[config.mk]
export PLATFORM = sky130hd
export DESIGN_NAME = mem_interface
export DESIGN_NICKNAME = d
export VERILOG_FILES = /design/src/rtl/mem_interface.sv
export SDC_FILE = /design/constraint.sdc
export NUM_CORES = 1
export LEC_CHECK = 0
export CAP_MARGIN = 20
export CORE_MARGIN = 2
export CORE_UTILIZATION = 33
export DETAILED_ROUTE_END_ITERATION = 12
export GPL_TIMING_DRIVEN = 0
export SYNTH_ARGS = -nofsm -noshare
export SYNTH_HDL_FRONTEND = slang
export SYNTH_SLANG_ARGS = --single-unit
[constraint.sdc]
create_clock -name clk -period 2.15 [get_ports clk]
set_clock_uncertainty 0.1 [all_clocks]
set_input_delay 0.215 -clock clk [delete_from_list [all_inputs] [get_ports clk]]
set_output_delay 0.215 -clock clk [all_outputs]
set_load 0.02 [all_outputs]
[src/rtl/mem_interface.sv]
// Memory interface between the CPU datapath (MAR/MDR) and a single-port memory.
// A single outstanding transaction is allowed; it ends on mem_ack or when the wait counter times out.
module mem_interface #(
    parameter int ADDR_W  = 9,
    parameter int TIMEOUT = 15
) (
    input  logic              clk,
    input  logic              reset_n,
    input  logic [31:0]       bus_in,
    input  logic              mar_in,
    input  logic              mdr_in,
    input  logic              read,
    input  logic              write,
    input  logic [31:0]       mem_rdata,
    input  logic              mem_ack,
    output logic [ADDR_W-1:0] mem_addr,
    output logic [31:0]       mem_wdata,
    output logic              mem_req,
    output logic              mem_we,
    output logic [31:0]       mdr_q,
    output logic [ADDR_W-1:0] mar_q,
    output logic              mem_busy,
    output logic              mem_done,
    output logic              err_timeout,
    output logic              err_proto
);
    typedef enum logic [1:0] {IDLE, RD, WR} state_t;

    state_t     state, state_nxt;
    logic [3:0] cnt;
    logic       rd_start, wr_start, ack_hit, tmo_hit, proto_hit;

    always_comb begin
        rd_start  = (state == IDLE) && mdr_in && read;
        wr_start  = (state == IDLE) && write && !rd_start;
        ack_hit   = (state != IDLE) && mem_ack;
        // Timeout fires on the edge that would bring the counter to TIMEOUT.
        tmo_hit   = (state != IDLE) && !mem_ack && (cnt == 4'(TIMEOUT - 1));
        proto_hit = ((state == IDLE) && rd_start && write) ||
                    ((state != IDLE) && (mdr_in || read || write));
    end

    always_comb begin
        state_nxt = state;
        case (state)
            IDLE: begin
                if (rd_start)      state_nxt = RD;
                else if (wr_start) state_nxt = WR;
            end
            RD, WR: begin
                if (ack_hit || tmo_hit) state_nxt = IDLE;
            end
            default: state_nxt = IDLE;
        endcase
    end

    // Request outputs decode straight from state so an async reset drops them at once.
    assign mem_busy = (state != IDLE);
    assign mem_req  = mem_busy;
    assign mem_we   = (state == WR);

    always_ff @(posedge clk or negedge reset_n) begin
        if (!reset_n) state <= IDLE;
        else          state <= state_nxt;
    end

    always_ff @(posedge clk or negedge reset_n) begin
        if (!reset_n) begin
            mar_q       <= '0;
            mdr_q       <= '0;
            mem_addr    <= '0;
            mem_wdata   <= '0;
            mem_done    <= 1'b0;
            err_timeout <= 1'b0;
            err_proto   <= 1'b0;
            cnt         <= '0;
        end else begin
            mem_done <= ack_hit || tmo_hit;
            if (proto_hit) err_proto <= 1'b1;
            if (tmo_hit)   err_timeout <= 1'b1;
            if (state == IDLE) begin
                cnt <= '0;
                if (mar_in)            mar_q <= bus_in[ADDR_W-1:0];
                if (mdr_in && !read)   mdr_q <= bus_in;
                if (rd_start || wr_start) mem_addr <= mar_q;
                if (wr_start)          mem_wdata <= mdr_q;
            end else begin
                cnt <= cnt + 4'd1;
                if (state == RD) begin
                    if (ack_hit)      mdr_q <= mem_rdata;
                    else if (tmo_hit) mdr_q <= 32'hDEADBEEF;
                end
            end
        end
    end
endmodule

* Word level (Yosys, flattened, before mapping)
Cells that the tools add are included.
** Word-level totals
- Output and inout bits :: 88
- Register bits :: 91
- Bits of input ports :: 71
** Cells by class
- Reduce and logical (&&, ||, !) cells :: 29
- Multiplexer cells :: 10
- Equal/unequal tests :: 6
- Add/sub/neg operators :: 1
** Operator list (number)
- 2-to-1 mux 32 bit :: 5
- logical AND 1 bit :: 11
- AND reduction 2 bit :: 4
- 2-to-1 mux 2 bit :: 3
- logical OR 1 bit :: 5
- adder 4 x 1 -> 4 bit (second input constant) :: 1
- == test 4 bit (second input constant) :: 1
- 2-to-1 mux 4 bit :: 1
- one-hot mux 2 bit (2 select lines) :: 1
- nonzero test 2 bit :: 2
- logical NOT 1 bit :: 3
- != test 3 bit (second input constant) :: 1
- AND reduction 3 bit :: 1
- nonzero test 3 bit :: 1
- == test 2 x 1 -> 1 bit (second input constant) :: 1
- == test 2 bit (second input constant) :: 1
- logical NOT 2 bit :: 1
- != test 2 x 1 -> 1 bit (second input constant) :: 1
- != test 2 bit (second input constant) :: 1
- OR reduction 2 bit :: 1

* Depth between registers and ports, before layout
- Word-level depth :: 8
- Mapped depth :: 8
- Depth with buffers taken out :: 5

* Worst setup path before layout
Ideal clock, no wire load.
- Kind :: register to register
- Start point :: reg state[0]
- End point :: reg mem_wdata[10]
- Path buffers :: 1
- Data required time :: 1.925 ns
- Arrival :: 1.778 ns
- Clock period less this slack :: 2.003 ns
- Stages on the path, launching flop included :: 7
- Slack :: 0.147 ns
- Cells stage by stage :: dfrtp_1 > inv_1 > ha_1 > inv_1 > a2111oi_4 > buf_6 > mux2_4
** On the way
- Cells in the longest elaborated chain, start to end :: 6
- Elaborated cells between the ends (all ways) :: 7
** RTL lines
- start, declared :: line 29 : state_t state, state_nxt;
- start signal, assigned :: line 64 : else state <= state_nxt;
- logical NOT 2 bit (*) :: line 34, 35, 81
- logical AND 1 bit (2 in a row) :: line 34 : rd_start = (state == IDLE) && mdr_in && read;
- logical NOT 1 bit :: line 35 : wr_start = (state == IDLE) && write && !rd_start;
- logical AND 1 bit :: line 35
- AND reduction 2 bit (no source line) (*)
- end signal, assigned :: line 86 : if (wr_start) mem_wdata <= mdr_q;
- end, declared :: line 17 : output logic [31:0] mem_wdata,
Mark *: on every way between the ends. The rest lies on a longest branch, timed or not.
A chain may end at the register's enable or synchronous reset.

* Worst setup path after layout
- Start point :: reg state[1]
- End point :: out mem_busy
** On the way
- Cells in the longest elaborated chain, start to end :: 1
** RTL lines
- nonzero test 2 bit :: line 58 : assign mem_busy = (state != IDLE);
- end, declared :: line 22 : output logic mem_busy,
Every way passes these cells.

==> results by group <==
Outcome
  – Outcome: completed

Setup path
  – Crit path capture type: primary output
  – Worst Path Arrival: 1.75 ns
  – CP required: 1.84 ns
  – R2R Setup Slk: 0.10 ns
  – Type of the worst setup path: reg2out
  – Worst setup SP type: flop
  – Worst-path maximum fanout: 4

Yosys
  – Number of unique standard cell types used by synthesis: 32
  – Most frequent cell after synthesis: dfrtp_1
  – Area leader, netlist: dfrtp_1
  – Post-Syn Instances: 290
  – Post-synthesis sequential area ratio: 56.7%
  – Top cells by count, synth: dfrtp_1 (91), mux2_4 (30), inv_1 (29), mux2_2 (28), o22ai_1 (25)
  – Synth Net Count: 367
  – Synth Flop Type: dfrtp_1
  – Top-area cell type share of the netlist area: 56.7%
  – Synth area leaders: dfrtp_1 (57%), mux2_4 (11%), mux2_2 (7.9%), mux2i_1 (6.0%), o22ai_1 (3.9%)
  – YS warnings: 0
  – EDFF count, synth: 0
  – Synth Register Bits: 91
  – Mapped Area: 0.00402 mm²
  – Syn_area_per_cell: 13.8 µm²
  – FFs w/ async S/R, synth: 100%

Min path
  – Hold Crit Class: in2async

Global route
  – Global router's overall resource usage: 16.0%
  – GRT overflow: 0
  – Number of global-route vias before repair: 3015
  – Initial antenna violation count: 0
  – First-pass GRT wire length: 16.1 mm
  – Largest net degree at the start of global routing: 53

Die
  – DIE HEIGHT: 114 µm
  – # rows: 40
  – DIE WIDTH: 114 µm
  – Starting Density: 33.6%
  – Die ar.: 0.0131 mm²
  – Ports: 159
  – Core area: 0.0120 mm²

Pwr
  – P_leak: 0.00273 µW
  – Max IR drop VDD: 0.611 mV
  – PwrDens: 1600 mW/mm²

STA
  – Final Hold Fails: 0
  – Final Max Slew Viols: 0
  – Period utilisation layout: 96.1%
  – RSZ-0062 raised after global routing: no
  – Final min period: 2.07 ns
  – Worst-Margin Slew: 0.687 ns
  – Final setup fails: 0
  – Worst slew margin: 54.2%
  – Fmax: 484 MHz

Finish
  – Post-layout util: 52.3%
  – Final nets: 545
  – Antenna diodes: 0
  – Post-route cell area: 0.00626 mm²
  – Syn-to-layout area delta: 55.9%
  – Filler cell count: 1057
  – Layout cell share with drive strength beyond 1: 21.4%

Route
  – WL final: 10.4 mm
  – First-pass iteration count of the detailed router: 4
  – Iter 0 DRT Violations: 91
  – DRC errors left: 0
  – Via density: 4.62
  – Routed WL per cell: 16.9 µm
  – Via Count: 2861
  – Post-DRT Antenna Nets: 0

Clock tree
  – CTS Root Cell: clkbuf_16
  – Clk slew on worst S/H paths: 0.06 ns
  – CTS tree: done
  – H-tree lvl count: 3
  – Clock latency on the worst-skew pair: 0.33 ns
  – # clock sinks: 91
  – Clk buf depth: 2
  – Cts bufs inserted: 9

Placement
  – GP Congestion: 0.733
  – Placed Instance Area: 0.00580 mm²
  – Post-DP HPWL: 7.57 mm
  – Port Buffers: 158

Job
  – Max-Cap Viols: 0
==> cell type report <==
| class | instances | area [µm²] | area share (%) |
|---|---|---|---|
| clock buffers | 11 | 253 | 4.04 |
| flip-flops and latches | 91 | 2280 | 36.4 |
| clock inverters | 4 | 73.8 | 1.18 |
| inverters | 31 | 119 | 1.90 |
| plain buffers | 16 | 131 | 2.10 |
| well taps | 147 | 184 | 2.94 |
| multi-input cells | 152 | 1520 | 24.3 |
| repair buffers | 167 | 1700 | 27.1 |
==> final timing paths <==
path                       cells past startpoint             startpoint                        end
min in group clk                               1  err_proto$_DFFE_PN0P_      err_proto$_DFFE_PN0P_
setup reg to reg                               6   state[1]$_DFFE_PN0P_    mem_addr[3]$_DFFE_PN0P_
hold reg to reg                                1  err_proto$_DFFE_PN0P_      err_proto$_DFFE_PN0P_
setup / recovery                               4   state[1]$_DFFE_PN0P_                   mem_busy
max in group asynchronous                      3                reset_n    mem_addr[2]$_DFFE_PN0P_
hold / removal                                 2                reset_n  mem_wdata[23]$_DFFE_PN0P_
==> per-layer routing <==
layer | vias up | global-route usage (%) | share of wire (%)
met2 | 95 | 25.9 | 47
met5 | - | 0 | 0
met4 | 0 | 4.15 | 1.0
met3 | 10 | 5.29 | 7.0
li1 | 1381 | - | -
met1 | 1375 | 20.7 | 45
==> state kept, by name, summed over array words and instances (netlist names), 2 cells and up <==
register / cells
mem_addr: 9
mar_q: 9
state: 2
mem_wdata: 32
cnt: 4
mdr_q: 32
==> worst max-delay path: stages, from the launching register on <==
cell and delay, ns:
dfrtp_1 0.38, inv_2 0.06, ha_1 0.21, inv_1 0.15, clkdlybuf4s50_1 0.63
==> placed cells by master (no fill, tap or decap), types with 2 or more instances in the layout <==
cell type and n:
bufinv_16 2, ha_1 6, clkbuf_1 4, buf_12 4, clkbuf_16 11, nand3_1 4
nand2_1 3, dfrtp_1 91, a22o_1 8, mux2i_1 24, buf_6 2, nand2b_1 2
buf_2 6, o22ai_1 25, buf_4 7, mux2_2 28, clkdlybuf4s50_1 156, mux2_4 30
clkbuf_8 2, nor2_1 7, inv_1 27, inv_2 3
==> what timing repair did <==
action | CTS | global route
setup buffers | 2 | 3
endpoints found under the hold margin | 51 | 0
hold buffers | 1 | 0
cloned | 0 | 2
setup endpoints to repair | 37 | 69
pin swaps | 2 | 2
gates resized for setup | 8 | 5
==> per-stage QoR <==
step | power (µW) | setup WS (ns) | hold slack (ns) | cells | TNS (ns)
2_1_floorplan | 5920 | 0.147 | -0.181 | 290 | 0
3_3_place_gp | 8160 | -2.76 | 0.351 | 595 | -253.32
3_5_place_dp | 8250 | -0.0773 | 0.202 | 596 | -2.52
4_1_cts | 10100 | 0.0178 | 0.378 | 614 | 0
5_1_grt | 10600 | 0.00283 | 0.403 | 619 | 0
6_report | 10000 | 0.0828 | 0.359 | 619 | 0
==> kinds of logic (layout without fill, tap and decap cells) <==
kind of cell / count (synthesis) / after routing / share of synthesized area (%)
flops: 91 / 91 / 56.7
mux: 82 / 82 / 25.0
buf+inv: 47 / 229 / 5.36
compound gates: 43 / 43 / 8.29
simple gates: 19 / 19 / 2.31
fa+ha+maj: 6 / 6 / 1.87
xor+xnor: 2 / 2 / 0.436
==> report_power, final <==
part / total [µW] / internal (µW) / switching [µW]
clock: 1720 / 1080 / 640
combinational: 5230 / 2800 / 2430
sequential: 3090 / 2530 / 558
total: 10000 / 6410 / 3630
No activity file was read; power rests on OpenSTA's default activity.
==> RTL change 1 (config.mk and constraints unchanged) <==
Register the output `err_timeout` once more, with the module's reset; this adds one clock of latency there. The other outputs are not delayed to match.
--- a/src/rtl/mem_interface.sv
+++ b/src/rtl/mem_interface.sv
@@ -25,6 +25,8 @@
     output logic              err_proto
 );
     typedef enum logic [1:0] {IDLE, RD, WR} state_t;
+
+    logic err_timeout_s0;
 
     state_t     state, state_nxt;
     logic [3:0] cnt;
@@ -71,13 +73,13 @@
             mem_addr    <= '0;
             mem_wdata   <= '0;
             mem_done    <= 1'b0;
-            err_timeout <= 1'b0;
+            err_timeout_s0 <= 1'b0;
             err_proto   <= 1'b0;
             cnt         <= '0;
         end else begin
             mem_done <= ack_hit || tmo_hit;
             if (proto_hit) err_proto <= 1'b1;
-            if (tmo_hit)   err_timeout <= 1'b1;
+            if (tmo_hit)   err_timeout_s0 <= 1'b1;
             if (state == IDLE) begin
                 cnt <= '0;
                 if (mar_in)            mar_q <= bus_in[ADDR_W-1:0];
@@ -93,5 +95,13 @@
             end
         end
     end
+    always_ff @(posedge clk or negedge reset_n) begin
+        if (!reset_n) begin
+            err_timeout <= '0;
+        end else begin
+            err_timeout <= err_timeout_s0;
+        end
+    end
+
 endmodule
 
Function: same outputs for any inputs over 4 cycles, from zero or initial values and one cycle with reset_n low; that may be too few to reach the edited logic, so the function may still have changed.
==> RTL change 1 against the unedited design <==
Synthesized cell count grew 0.34%; non-clock buffer count shrank 2; area after synthesis up 0.62%; clock power decreased by 9%; first-iteration DRC count rose by 31%; total power shrank 1.5%; sequential cell count rose by 1; cell area shrank 0.70%; via count is 3.4% higher; setup slack gained 72 ps; maximum frequency increased by 3.6%; routed wire length up 3.4%.
==> RTL change 1: results (changes against the unedited design) <==
met3 wire len: 787 um (+7.2%)
met2 Use GR: 26.8% (+0.91 points)
top cells by area, synth: dfrtp_1 (57%), mux2_4 (11%), mux2_2 (7.8%)
top cells by count, synth: dfrtp_1 (92), mux2_4 (30), inv_1 (29)
M3 GR Usage: 7.15% (+1.9 points)
via count: 2958 (+3.4%)
status: complete, no violations
met2 wire length: 5150 um (+4.6%)
Cells after DPL: 597 (+0.17%)
R2R Path End: mem_wdata[27]
Arr. time, crit path: 1680 ps (-70 ps)
met1 wire length: 4720 um (+1.2%)
drt first-iter violations: 119 (+31%)
Synth Instances: 291 (+0.34%)
share of layout cells above drive strength 1: 20.6% (-0.80 points)
vias in the first global route: 3084 (+2.3%)
Slew HR: 51.6% (-2.6 points)
GRT Overall Usage: 16.8% (+0.79 points)
placed cell area: 5820 sq um (+0.43%)
Seq/Total Area, Yosys: 57.0% (+0.27 points)
Die ar.: 13100 sq um (+0.60%)
CP Max Fanout: 3 (-1)
largest net degree at the start of global routing: 56 (+5.7%)
crit-path max cell delay: 600 ps (-30 ps)
post-DP HPWL: 7770 um (+2.6%)
first-pass GRT wire length: 16500 um (+2.4%)
met1 usage in global routing: 20.7% (+0.050 points)
RTL change 1: changes by cell type after synthesis, sizes merged:
| cell | change |
|---|---|
| dfrtp | +1 |
RTL change 1: repair_timing:
action                                  4_1_cts  5_1_grt
hold endpoints to repair                     54        0
pin swaps                                     1        2
buffers inserted                              2        2
hold buffers                                  1        0
endpoints found under the setup margin       39       64
resized for setup                             7        8
cloned                                        0        1
RTL change 1: logic make-up after synthesis:
family	share of synthesized area, %
AND/OR/NAND/NOR	2.29
XOR/XNOR	0.434
buffers and inverters	5.32
adder cells (fa/ha/maj)	1.86
flip-flops	57.0
AO/OA/AOI/OAI	8.24
multiplexers	24.9
RTL change 1: final cells by class:
class	instances	area, sq um	share of cell area [%]
Clock inverter	2	35.0	0.563
Multi-Input combinational cell	152	1530	24.6
Sequential cell	92	2300	37.0
Buffer	16	131	2.11
Clock buffer	13	250	4.02
Inverter	31	119	1.91
Tap cell	147	184	2.96
Timing Repair Buffer	165	1670	26.8
==> RTL change 2 (config.mk and constraints unchanged) <==
Made on the original files. Set the parameter `ADDR_W` to 10 (it was 9).
--- a/src/rtl/mem_interface.sv
+++ b/src/rtl/mem_interface.sv
@@ -1,7 +1,7 @@
 // Memory interface between the CPU datapath (MAR/MDR) and a single-port memory.
 // A single outstanding transaction is allowed; it ends on mem_ack or when the wait counter times out.
 module mem_interface #(
-    parameter int ADDR_W  = 9,
+    parameter int ADDR_W  = 10,
     parameter int TIMEOUT = 15
 ) (
     input  logic              clk,
Ports: changed (resized mar_q and mem_addr); port bits go from 159 to 161. The function was not compared with the original's and may differ.
==> RTL change 2 against the unedited design <==
Register-to-register slack gained 20 ps; cell area grew 0.70%; total power grew 0.56%; setup slack gained 35 ps; sequential cell count grew 2; area after synthesis grew 1.8%; first-iteration DRC count grew 46%; routed wire length grew 2.2%; critical path type is now flop to flop; largest cell class unchanged.
==> RTL change 2: results (changes against the unedited design) <==
status: complete, no violations
Routed WL per cell: 16.6 um (-1.6%)
top cells by count, synth: dfrtp_1 (93), mux2_2 (30), mux2_4 (30)
Post-Syn Nets: 371 (+1.1%)
Static Leak: 0.00274 uW (+0.54%)
Seq/Total Area, Yosys: 56.9% (+0.24 points)
vias in the first global route: 3116 (+3.3%)
clock group power: 1670 uW (-3%)
clock latency on the worst-skew pair: 350 ps (+20 ps)
met1 wire length: 4660 um (-0.13%)
biggest regs: mdr_q: 32 flops, mem_wdata: 32 flops
placed cell area: 5920 sq um (+2.2%)
via count: 2958 (+3.4%)
syn_area_per_cell: 13.9 sq um (+0.39%)
Post-Place Worst Slack: -141 ps (-63.3 ps)
Slew HR: 64.8% (+11 points)
crit-path max cell delay: 400 ps (-230 ps)
post-DP HPWL: 7710 um (+1.8%)
first-pass GRT wire length: 16700 um (+3.8%)
Cells after DPL: 623 (+4.5%)
drt first-iter violations: 133 (+46%)
mux cell area share after synthesis: 25.2% (+0.11 points)
met3 wire len: 778 um (+6.0%)
Routability Congestion: 0.756 (+3.1%)
Synth async-reset ratio: 100% (unchanged)
top cells by area, synth: dfrtp_1 (57%), mux2_4 (11%), mux2_2 (8.3%)
fill count: 1078 (+2.0%)
M3 GR Usage: 6.01% (+0.72 points)
# port buffers: 160 (+1.3%)
post-synthesis xor/xnor area fraction: 0.429% (-0.0076 points)
GRT Overall Usage: 16.6% (+0.61 points)
Post-Synth Adder-Cell Area: 1.84% (-0.033 points)
share of layout cells above drive strength 1: 20.6% (-0.77 points)
met2 wire length: 5090 um (+3.4%)
DRT Wirelength: 10700 um (+2.2%)
Worst R2R Path Depth: 8 (+2)
Layout Nets: 547 (+0.37%)
met1 usage in global routing: 21.2% (+0.52 points)
CP Max Fanout: 10 (+6)
Switching Fraction: 36.6% (+0.44 points)
Arr. time, crit path: 2160 ps (+410 ps)
met2 Use GR: 26.5% (+0.56 points)
[RTL change 2: final cells by class]
class	count	area [sq um]	area share, %
clock inverters	5	75.1	1.19
clock buffers	11	233	3.69
repair buffers	165	1660	26.4
plain buffers	16	128	2.02
well taps	168	210	3.33
multi-input cells	154	1550	24.6
flip-flops and latches	93	2330	36.9
inverters	31	119	1.89
[RTL change 2: final timing paths]
kind	to	slack [ps]
max	mdr_q[20]	120
min	mem_wdata[28]	290
max reg2reg	mdr_q[20]	120
min reg2reg	cnt[0]	380
max in group asynchronous	mdr_q[9]	1010
min in group clk	cnt[0]	380
[RTL change 2: kinds of logic (layout without fill, tap and decap cells)]
group	after synthesis	in the layout
AOI/OAI and AO/OA	43	43
adders and majority gates	6	6
and+or+nand+nor	19	19
DFF	93	93
muxes	84	84
xor gates and xnor gates	2	2
buffers and inverters	47	228
